**config.mk**
```make
export PLATFORM = sky130hd
export DESIGN_NAME = pentary_alu_arbiter
export DESIGN_NICKNAME = d
export VERILOG_FILES = /design/src/rtl/pentary_alu_arbiter.sv
export SDC_FILE = /design/constraint.sdc
export NUM_CORES = 1
export LEC_CHECK = 0
export ABC_AREA = 1
export CORE_AREA = 2 2 243 245
export CTS_CLUSTER_SIZE = 30
export DETAILED_ROUTE_END_ITERATION = 8
export DIE_AREA = 0 0 245 247
export HOLD_SLACK_MARGIN = 0.15
export SETUP_SLACK_MARGIN = 0.3
export SLEW_MARGIN = 20
export SYNTH_ARGS = -nofsm -noshare
export SYNTH_HDL_FRONTEND = slang
export SYNTH_SLANG_ARGS = --single-unit
```
**constraint.sdc**
```tcl
create_clock -name clk -period 2.7 [get_ports clk]
set_input_delay 0.54 -clock clk [delete_from_list [all_inputs] [get_ports clk]]
set_output_delay 0.54 -clock clk [all_outputs]
set_load 0.02 [all_outputs]
```
**src/rtl/pentary_alu_arbiter.sv**
```systemverilog
// Round-robin arbiter sharing one combinational pentary ALU among N_REQ requesters.
// Registers the granted request onto the ALU ports and captures result/flags into a response slot.
module pentary_alu_arbiter #(
  parameter int unsigned N_REQ  = 4,
  parameter int unsigned DIGITS = 16,
  parameter int unsigned ID_W   = 2
) (
  input  logic                      clk,
  input  logic                      rst_n,
  input  logic [N_REQ-1:0]          req_valid,
  output logic [N_REQ-1:0]          req_ready,
  input  logic [3*N_REQ-1:0]        req_opcode,
  input  logic [3*DIGITS*N_REQ-1:0] req_operand_a,
  input  logic [3*DIGITS*N_REQ-1:0] req_operand_b,
  output logic [2:0]                alu_opcode,
  output logic [3*DIGITS-1:0]       alu_operand_a,
  output logic [3*DIGITS-1:0]       alu_operand_b,
  input  logic [3*DIGITS-1:0]       alu_result,
  input  logic [4:0]                alu_flags,
  output logic                      rsp_valid,
  input  logic                      rsp_ready,
  output logic [ID_W-1:0]           rsp_id,
  output logic [3*DIGITS-1:0]       rsp_result,
  output logic [4:0]                rsp_flags,
  output logic                      rsp_error,
  output logic                      busy,
  output logic [15:0]               ops_done
);

  localparam int unsigned W = 3 * DIGITS;
  localparam logic [W-1:0] ZeroWord = {DIGITS{3'b010}};
  localparam logic [ID_W-1:0] LastInit = ID_W'(N_REQ - 1);

  typedef enum logic [1:0] {StIdle, StExec, StResp} state_e;

  state_e          state_q;
  logic [ID_W-1:0] last_grant_q;
  logic [ID_W-1:0] id_q;

  logic [ID_W-1:0] grant_idx;
  logic            grant_found;
  logic            accept_ok;
  logic            accept;
  logic [2:0]      sel_opcode;
  logic [W-1:0]    sel_a;
  logic [W-1:0]    sel_b;
  logic            operands_illegal;

  // Codes 101/110/111 are the only ones with bit 2 set plus any lower bit.
  function automatic logic word_illegal(input logic [W-1:0] w);
    logic bad;
    bad = 1'b0;
    for (int i = 0; i < int'(DIGITS); i++) begin
      bad = bad | (w[3*i+2] & (w[3*i+1] | w[3*i]));
    end
    return bad;
  endfunction

  always_comb begin
    int unsigned cand;
    grant_found = 1'b0;
    grant_idx   = '0;
    cand        = 0;
    for (int unsigned k = 0; k < N_REQ; k++) begin
      cand = (32'(last_grant_q) + 32'd1 + k) % N_REQ;
      if (!grant_found && req_valid[cand]) begin
        grant_found = 1'b1;
        grant_idx   = cand[ID_W-1:0];
      end
    end
  end

  // Reset gates acceptance so nothing is handshaken while the block is held in reset.
  assign accept_ok = rst_n && ((state_q == StIdle) || ((state_q == StResp) && rsp_ready));
  assign accept    = accept_ok && grant_found;
  assign req_ready = accept ? (N_REQ'(1) << grant_idx) : '0;

  assign sel_opcode = req_opcode[3*int'(grant_idx) +: 3];
  assign sel_a      = req_operand_a[W*int'(grant_idx) +: W];
  assign sel_b      = req_operand_b[W*int'(grant_idx) +: W];

  assign operands_illegal = word_illegal(alu_operand_a) | word_illegal(alu_operand_b);
  assign busy             = (state_q != StIdle);

  always_ff @(posedge clk) begin
    if (!rst_n) begin
      state_q       <= StIdle;
      last_grant_q  <= LastInit;
      id_q          <= '0;
      alu_opcode    <= 3'b000;
      alu_operand_a <= ZeroWord;
      alu_operand_b <= ZeroWord;
      rsp_valid     <= 1'b0;
      rsp_id        <= '0;
      rsp_result    <= ZeroWord;
      rsp_flags     <= 5'b0;
      rsp_error     <= 1'b0;
      ops_done      <= 16'h0000;
    end else begin
      unique case (state_q)
        StIdle: ;
        StExec: begin
          rsp_id    <= id_q;
          rsp_valid <= 1'b1;
          state_q   <= StResp;
          if (operands_illegal) begin
            rsp_error  <= 1'b1;
            rsp_result <= ZeroWord;
            rsp_flags  <= 5'b0;
          end else begin
            rsp_error  <= 1'b0;
            rsp_result <= alu_result;
            rsp_flags  <= alu_flags;
          end
        end
        StResp: begin
          if (rsp_ready) begin
            ops_done  <= ops_done + 16'd1;
            rsp_valid <= 1'b0;
            state_q   <= StIdle;
          end
        end
        default: state_q <= StIdle;
      endcase

      // A grant overrides the IDLE transition taken on a completing handshake.
      if (accept) begin
        alu_opcode    <= sel_opcode;
        alu_operand_a <= sel_a;
        alu_operand_b <= sel_b;
        id_q          <= grant_idx;
        last_grant_q  <= grant_idx;
        state_q       <= StExec;
      end
    end
  end

endmodule

```
---- Word level (Yosys, flattened, before mapping) ----
Index checks and enable logic that the tools add are counted.
Widths: inputs -> output; s select.
word-level totals
  bits of input ports ..................... 456
  bits in registers ....................... 178
  logic and storage cells ................. 173
  output and inout port bits .............. 177
operators by class
  bitwise logic cells ..................... 97
  magnitude comparators ................... 4
  add/sub/neg operators ................... 5
  mux-type cells .......................... 25
  $mul .................................... 2
  shift-type cells ........................ 4
  eq/ne operators ......................... 5
  reduce and logical (&&, ||, !) cells .... 18
operators by type and width
  cell                   number
  $shiftx 192x9->48      2
  $or 1x1->1             63
  $mux 48                1
  $and 1x1->1            32
  $add 16x1->16 const B  1
  $lt 2x3->1 const B     4
  $shiftx 12x5->3        1
  $mux 1                 11
  $mux 2                 5
  $bmux 1 s2             4
  $mul 2x2->4 const A    2
  $reduce_and 2->1       4
  $logic_and 1x1->1      6
  $pmux 2 s3             1
  $mux 5                 1
  $add 2x1->2 const B    2
  $add 2x2->2 const B    2
  $mux 4                 1
  $ne 2x2->1 const B     2
  $reduce_bool 2->1      2
  $shl 1x2->4 const A    1
  $logic_not 1->1        3
  $ne 3x3->1 const B     1
  $eq 2x1->1 const B     1
  6 further kinds        7

---- Logic depth before layout (Yosys ltp) ----
Gate-level depths: netlist (run 1).
  word-level depth ........................ 19
  gate-level depth with buffers ........... 18
  depth with buffers taken out ............ 15

---- Least setup slack after synthesis (run 1) ----
No wires, ideal clock.
  path type ............................... input-to-output
  start ................................... input req_valid[1]
  end ..................................... output req_ready[1]
  required time ........................... 2.160 ns
  path buffers ............................ 2
  arrival ................................. 1.971 ns
  path slack .............................. 0.189 ns
  stages on the path ...................... 12
  path through ............................ inv_1 nand2_1 nand3_1 nand2_1 nand4_4 nand2_4 nand2_2 nor2_1 buf_4 buf_4 inv_1 nor2_1
between the ends
  longest elaborated chain between the ends .. 14
  elaborated cells between the ends (all ways) .. 25
  classes of those cells .................. shift: 1; mux: 17; reduce/logical: 7
ends and longest elaborated chain
  what                                                     line    RTL
  start: declaration                                       10      input logic [N_REQ-1:0] req_valid,
  $bmux 1 s2                                               66      if (!grant_found && req_valid[cand]) begin
  $mux 1 (not written as such)                             66
  $mux 1                                                   66
  $logic_not 1->1                                          66
  $logic_and 1x1->1                                        66
  $mux 1                                                   66
  $logic_not 1->1                                          66
  $logic_and 1x1->1                                        66
  $mux 1                                                   66
  $logic_not 1->1                                          66
  $logic_and 1x1->1                                        66
  $mux 2 / $mux 1 (equally long branches)                  66
  $shl 1x2->4 / $logic_and 1x1->1 (equally long branches)  76, 75
  $mux 4 (*)                                               76      assign req_ready = accept ? (N_REQ'(1) << grant_idx) : '0;
  end: declaration                                         11      output logic [N_REQ-1:0] req_ready,
Mark *: on every way between the ends. The rest lies on a longest branch, timed or not. The select of a mux whose other input is x is not followed.

---- Final worst setup path (run 1) ----
  start ................................... register last_grant_q[0]
  end ..................................... output req_ready[1]
between the ends
  longest elaborated chain between the ends .. 15
  elaborated cells between the ends (all ways) .. 29
  classes of those cells .................. add/sub: 4; shift: 1; mux: 17; reduce/logical: 7
ends and longest elaborated chain
  what                                                  line  RTL
  start: declaration                                    37    logic [ID_W-1:0] last_grant_q;
  start signal: assignment                              88    last_grant_q <= LastInit;
  start signal: assignment                              132   last_grant_q <= grant_idx;
  $add 2x1->2 (*)                                       65    cand = (32'(last_grant_q) + 32'd1 + k) % N_REQ;
  branches (longest 13 deep; another with $add 2x1->2)  n/a
  $mux 4 (*)                                            76
Every way passes the cells marked *. The select of a mux whose other input is x is not followed.

==> results of run 1 <==
cells in the final DEF (no fill, tap or decap), types with 6 or more instances in the layout:
master / netlist / layout
nand3b_1: 18 / 18
nor2_4: 3 / 10
inv_1: 79 / 76
clkbuf_16: 0 / 21
buf_12: 0 / 13
clkinv_8: 0 / 6
o21ai_0: 60 / 56
o22ai_1: 19 / 19
buf_4: 9 / 59
inv_8: 0 / 6
clkdlybuf4s50_1: 0 / 624
mux2i_1: 37 / 37
nand3_1: 423 / 408
nand2_2: 8 / 17
buf_6: 2 / 10
nand2_4: 1 / 8
buf_16: 0 / 11
nand2_1: 417 / 398
nor2_1: 73 / 69
dfxtp_1: 178 / 175
nand3_2: 0 / 13
a21oi_1: 91 / 88
state kept, by name (all words and copies together) (netlist names), 3 cells and up:
signal,flops
rsp_result,48
ops_done,16
alu_operand_a,48
alu_opcode,3
alu_operand_b,48
rsp_flags,5
worst max-delay path, delay by kind of cell, from the launching register on:
| family | cells | cell delay, ps |
|---|---|---|
| DFF | 1 | 330 |
| buffers and inverters | 4 | 430 |
| and+or+nand+nor | 8 | 850 |
final timing paths:
path                        start               end  slack (ps)  cells after the start
setup / recovery  last_grant_q[0]      req_ready[1]          50                     12
hold / removal            id_q[0]         rsp_id[0]         470                      2
setup reg to reg  last_grant_q[0]  alu_operand_a[1]         330                     13
hold reg to reg           id_q[0]         rsp_id[0]         470                      2
cell type report:
cell class / instances / area [um^2]
Antenna cell: 4 / 10.0
Clock buffer: 17 / 425
Clock inverter: 15 / 183
Fill cell: 6210 / 39300
Inverter: 83 / 324
Multi-Input combinational cell: 1174 / 5930
Sequential cell: 178 / 3570
Tap cell: 773 / 967
Timing Repair Buffer: 729 / 7560
cells by family after synthesis:
logic type               count (synthesis)  synth area share
AND/OR/NAND/NOR                        959             0.425
flip-flops                             178             0.353
AO/OA/AOI/OAI                          176            0.0922
adder cells (fa/ha/maj)                  1           0.00124
multiplexers                            37            0.0367
XOR/XNOR                                 1          0.000867
buffers and inverters                  200            0.0908
power groups by stage:
stage | Sequential [uW] | Combinational [uW] | Clock (uW)
5_1_grt | 4270 | 15900 | 2800
6_report | 4170 | 14700 | 2600
3_3_place_gp | 4190 | 12700 | 0
4_1_cts | 4180 | 13900 | 2760
2_1_floorplan | 4830 | 6300 | 0
3_5_place_dp | 4220 | 12800 | 0
stage by stage:
step                      area, um^2  cells
after detailed placement       17600   2913
after CTS                      18600   2956
final                          19000   2973
after global placement         17600   2913
after global routing           19000   2973
after floorplan                10100   1552
metal layers:
layer,vias up,share of wire
li1,6476,-
met1,6328,0.41
met2,596,0.48
met3,96,0.071
met4,8,0.035
met5,-,0.00075
synthesized netlist by cell type, drive strengths merged, types with 18 or more instances:
cell,number
nand2,426
a21oi,93
o21ai,60
nand3b,18
mux2i,37
buf,65
dfxtp,178
clkbuf,52
o22ai,19
inv,82
nand3,423
nor2,79
what timing repair did:
item	4_1_cts	5_1_grt
gates cloned	4	5
hold buffers	0	0
buffers inserted	7	8
setup endpoints to repair	157	164
pin swaps	20	8
resized for setup	81	55
==> metrics.md, run 1 <==
| Metric | Value |
|---|---|
| Post-route DRC | `0` |
| Required @ worst endpoint | `2160 ps` |
| Sum of negative setup slack | `0 ps` |
| Tot Pwr | `21500 uW` |
| Asr flop ratio synth | `0` |
| Hold_ws | `~470 ps` |
| Period utilisation layout | `0.980` |
| Pleak | `0.00759 uW` |
| Peak VDD IR | `0.801 mV` |
| Chip width | `245 um` |
| Post-layout min period | `between 2000 and 3000 ps` |
| Sw Pwr | `10800 uW` |
| CTS tree | `built` |
| Port bufs | `~630` |
| Syn_nets | `approximately 2k` |
| Met1 usage | `0.225` |
| Final setup violation count | `0` |
| Measured slew at the worst slew-check pin | `between 500 and 600 ps` |
| Slowest-stage cell, CP | `dfxtp_2` |
| DR WL/cell | `approximately 21 um` |
| Clock root cell | `clkbuf_16` |
| Post-route ant nets | `0` |
| Max cap viols | `0` |
| Core area | `slightly below 60000 um^2` |
| Max Slew Vio Count | `0` |
| Place WS | `-644 ps` |
| Pwr dens | `1130 nW/um^2` |
| Post-synth EDFFs | `0` |
| Gr busiest metal | `met2` |
| Vias per cell | `4.54` |
| Crit path cell chain | `buf_12, nand2_1, nand3_4, nand2_4, buf_6, nand4_4, nand2_8, nand2_8, nor2_4, inv_2, nor2_4, buf_6` |
| Final HPWL DP | `44900 um` |
| Clk_skew | `21.3 ps` |
| Fmax | `between 300 and 400 MHz` |
| Mapped Area | `10100 um^2` |
| Number of synthesis warnings | `0` |
| Most used DFF post-synth | `dfxtp_1` |
| Proportion of layout cells with a drive suffix above 1 | `0.0934` |
| Synth Instances | `1552` |
| Sequential area share after synthesis | `0.353` |
| Syn_area_per_cell | `6.51 um^2` |
| PnR worst setup slack | `54.6 ps` |
| Total Routing Usage GR | `0.191` |
| Row count | `roughly 90` |
| Crit path DAT | `approximately 2100 ps` |
| Comb pwr share | `0.685` |
| Global-route wire length before repair | `84800 um` |
| Worst hold-check path type | `register to register` |
| Slew headroom | `0.600` |
| Sequential cell fraction of total power | `0.194` |
| Nets@finish | `2640` |
| Clock power frac | `0.121` |
| Global routing usage on met2 | `0.330` |
| Area added between synthesis and finish | `87.8%` |
| Largest net degree at the start of global routing | `roughly 100` |
| Internal Dissipation | `10700 uW` |
| Gr ovfl total | `0` |
| Final Util | `0.326` |
| Unique masters post-synth | `35` |
| Post-synthesis register bit count | `178` |
| Top-area cell type share of the netlist area | `0.353` |
| Iteration-0 DRC count of the detailed router | `721` |
| Clk_lat worst skew | `a little under 500 ps` |
| Vias in the first global route | `13.0k` |
| Crit path kind | `register to output port` |
| Number of buffers created by CTS | `17` |
| Final Hold Fails | `0` |
| Worst-path clk slew | `roughly 70 ps` |
| Switching Share | `0.502` |
| Top cells by area, synth | `dfxtp_1, nand3_1, nand2_1` |
| Placer Congestion | `0.880` |
| Clock Tree Buf Depth | `2` |
| Initial antenna violation count | `10` |
| CP Capture Type | `output port` |
| Starting Density | `0.173` |
| Largest area contributor in the netlist | `dfxtp_1` |
| RSZ-0062 raised after global routing | `yes` |
| Ports | `633` |
| CP Max Fanout | `8` |
| Via count | `13.5k` |
| DIE HEIGHT | `about 250 um` |
| Grt met3 use | `0.0454` |
| Status | `finished clean` |
| Startpoint class of the critical path | `register` |
| Drt total wl | `61500 um` |
| TritonCTS Sinks | `roughly 180` |
| Worst path max stage delay | `about 330 ps` |
| Die area | `roughly 61000 um^2` |
| Drt pass-1 iters | `5` |
| H-tree depth | `4` |
Note: power is estimated with default switching activity, not from simulation.
==> run 2: changes to the inputs <==
--- a/config.mk
+++ b/config.mk
@@ -11,7 +11,6 @@
 export DETAILED_ROUTE_END_ITERATION = 8
 export DIE_AREA = 0 0 245 247
 export HOLD_SLACK_MARGIN = 0.15
-export SETUP_SLACK_MARGIN = 0.3
 export SLEW_MARGIN = 20
 export SYNTH_ARGS = -nofsm -noshare
 export SYNTH_HDL_FRONTEND = slang
==> run 2 against run 1 <==
Effect of this change: the run now ends with setup timing left; global-route usage fell by 0.73 points; worst setup slack worse by 200 ps; die area did not move; maximum frequency decreased by 7.0%; utilization is 0.85 points lower; critical path depth grew 2; clock skew barely moved; critical endpoint unchanged; largest cell class unchanged.
==> metrics.md, run 2 (synthesized netlist as in run 1, its figures left out) <==
| Metric | Value |
|---|---|
| Worst hold start | `id_q[0]` |
| Clk_skew | `21.2 ps` |
| Max cap viols | `0` |
| Port bufs | `632` |
| Nets@finish | `2625` |
| Hold Crit Endpoint | `rsp_id[0]` |
| Place WS | `-704 ps` |
| Clk_lat worst skew | `about 490 ps` |
| Initial antenna violation count | `12` |
| Peak VDD IR | `0.773 mV` |
| Pleak | `around 0.0074 uW` |
| Period utilisation layout | `1.05` |
| Number of buffers created by CTS | `17` |
| CP Capture Type | `output port` |
| Vias in the first global route | `13.1k` |
| Starting Density | `0.173` |
| Slew headroom | `0.543` |
| Final HPWL DP | `between 40000 and 50000 um` |
| Row count | `89` |
| Gr ovfl total | `0` |
| Startpoint class of the critical path | `register` |
| Post-layout min period | `~2800 ps` |
| Final Hold Fails | `0` |
| Hold-fix buffers, CTS | `0` |
| Core area | `58200 um^2` |
| Placed insts | `2911` |
| Clock root cell | `clkbuf_16` |
| Max Slew Vio Count | `0` |
| Fmax | `352 MHz` |
| Crit path kind | `register to output port` |
| Global-route wire length before repair | `around 82000 um` |
| Setup crit start | `last_grant_q[0]` |
| Status | `complete, but fails checks` |
| FF-to-FF End | `alu_operand_a[26]` |
| Area added between synthesis and finish | `82.9%` |
| Chip width | `around 250 um` |
| Slowest-stage cell, CP | `dfxtp_2` |
| CTS tree | `built` |
| Largest net degree at the start of global routing | `110` |
| Post-route ant nets | `0` |
| Worst hold-check path type | `register to register` |
| R2R setup slack | `-10 ps` |
| Pwr dens | `1080 nW/um^2` |
| Post-Layout Cell Count | `2959` |
| CP Max Fanout | `6` |
| Register-to-Register Path Depth | `15` |
| Violated checks | `setup timing` |
| DR WL/cell | `a little under 20 um` |
| Vias per cell | `approximately 4.5` |
| Iteration-0 DRC count of the detailed router | `666` |
| RSZ-0062 raised after global routing | `yes` |
| Commonest non-fill, non-tap cell in the layout | `clkdlybuf4s50_1` |
| Tot Pwr | `roughly 20000 uW` |
| Drt pass-1 iters | `5` |
| PnR worst setup slack | `-144 ps` |
| H-tree depth | `4` |
| Worst R2R Start | `last_grant_q[0]` |
| Hold Path Depth | `2` |
| Commonest cells after routing, fill and taps aside | `clkdlybuf4s50_1, nand3_1, nand2_1, dfxtp_1, a21oi_1` |
| Crit path cell chain | `buf_12, buf_6, nand2_4, nand3_4, nand2_4, buf_4, buf_4, nor2_2, nor2_4, inv_4, nor2_4, inv_2, nor2_4, buf_6` |
| Placer Congestion | `0.893` |
| Crit path DAT | `2300 ps` |
| Total Routing Usage GR | `0.183` |
| Worst path max stage delay | `330 ps` |
| Clock Tree Buf Depth | `2` |
| Post-route DRC | `0` |
| Drt total wl | `58600 um` |
| Die area | `between 60000 and 70000 um^2` |
| Worst-path clk slew | `80 ps` |
| TritonCTS Sinks | `178` |
| Top Registers | `alu_operand_a x48, alu_operand_b x48, rsp_result x48` |
| Measured slew at the worst slew-check pin | `686 ps` |
| CP dominant cell by count | `nor2_4` |
| Ports | `633` |
| Proportion of layout cells with a drive suffix above 1 | `0.0816` |
| DIE HEIGHT | `247 um` |
| Final setup violation count | `5` |
| Required @ worst endpoint | `around 2200 ps` |
| Via count | `13.4k` |
run 2: cell count changes in the layout (fill, tap and decap cells not counted), sizes merged, moves of 2 or more:
cell	delta
clkinv	+2
clkinvlp	-2
buf	-9
dlygate4sd2	-3
dlymetal6s2s	+3
clkbuf	-5
run 2: worst max-delay path by stage:
stage | cells past startpoint | slack (ps) | endpoint
after CTS | 14 | -220 | req_ready[1]
after detailed placement | 15 | -700 | alu_operand_a[24]
after global routing | 15 | -280 | req_ready[1]
after floorplan | 12 | 190 | req_ready[1]
final | 14 | -140 | req_ready[1]
after global placement | 15 | -630 | alu_operand_a[24]
run 2: cell type report:
class	count	area, um^2
Antenna cell	5	12.5
Timing Repair Buffer	714	7120
Clock buffer	17	425
Tap cell	773	967
Sequential cell	178	3570
Fill cell	6195	39800
Clock inverter	15	224
Multi-Input combinational cell	1174	5830
Inverter	83	324
run 2: worst max-delay path, delay by kind of cell, from the launching register on:
kind / cells / cell delay (ps)
flops: 1 / 330
simple gates: 7 / 750
buf+inv: 7 / 710
run 2: routing by layer:
layer	share of wire	vias up	GRT usage
met2	0.51	578	0.326
li1	-	6441	-
met4	0.022	4	0.0690
met5	0.00046	-	0
met3	0.075	60	0.0432
met1	0.40	6310	0.212
run 2: repair_timing:
action / 4_1_cts / 5_1_grt
setup endpoints to repair: 9 / 70
buffers inserted: 7 / 4
resized for setup: 62 / 28
pin swaps: 18 / 12
run 2: stage by stage:
step	util	setup TNS [ps]	instance area [um^2]	hold WS [ps]
5_1_grt	0.317	-1140	18500	502
3_3_place_gp	0.300	-36600	17500	451
6_report	0.317	-353	18500	457
3_5_place_dp	0.300	-41300	17500	448
2_1_floorplan	-	0	10100	425
4_1_cts	0.315	-614	18300	466
run 2: report_power, final:
group          internal (uW)  switching, uW
clock                   1300           1450
combinational           5070           8000
sequential              3430            704
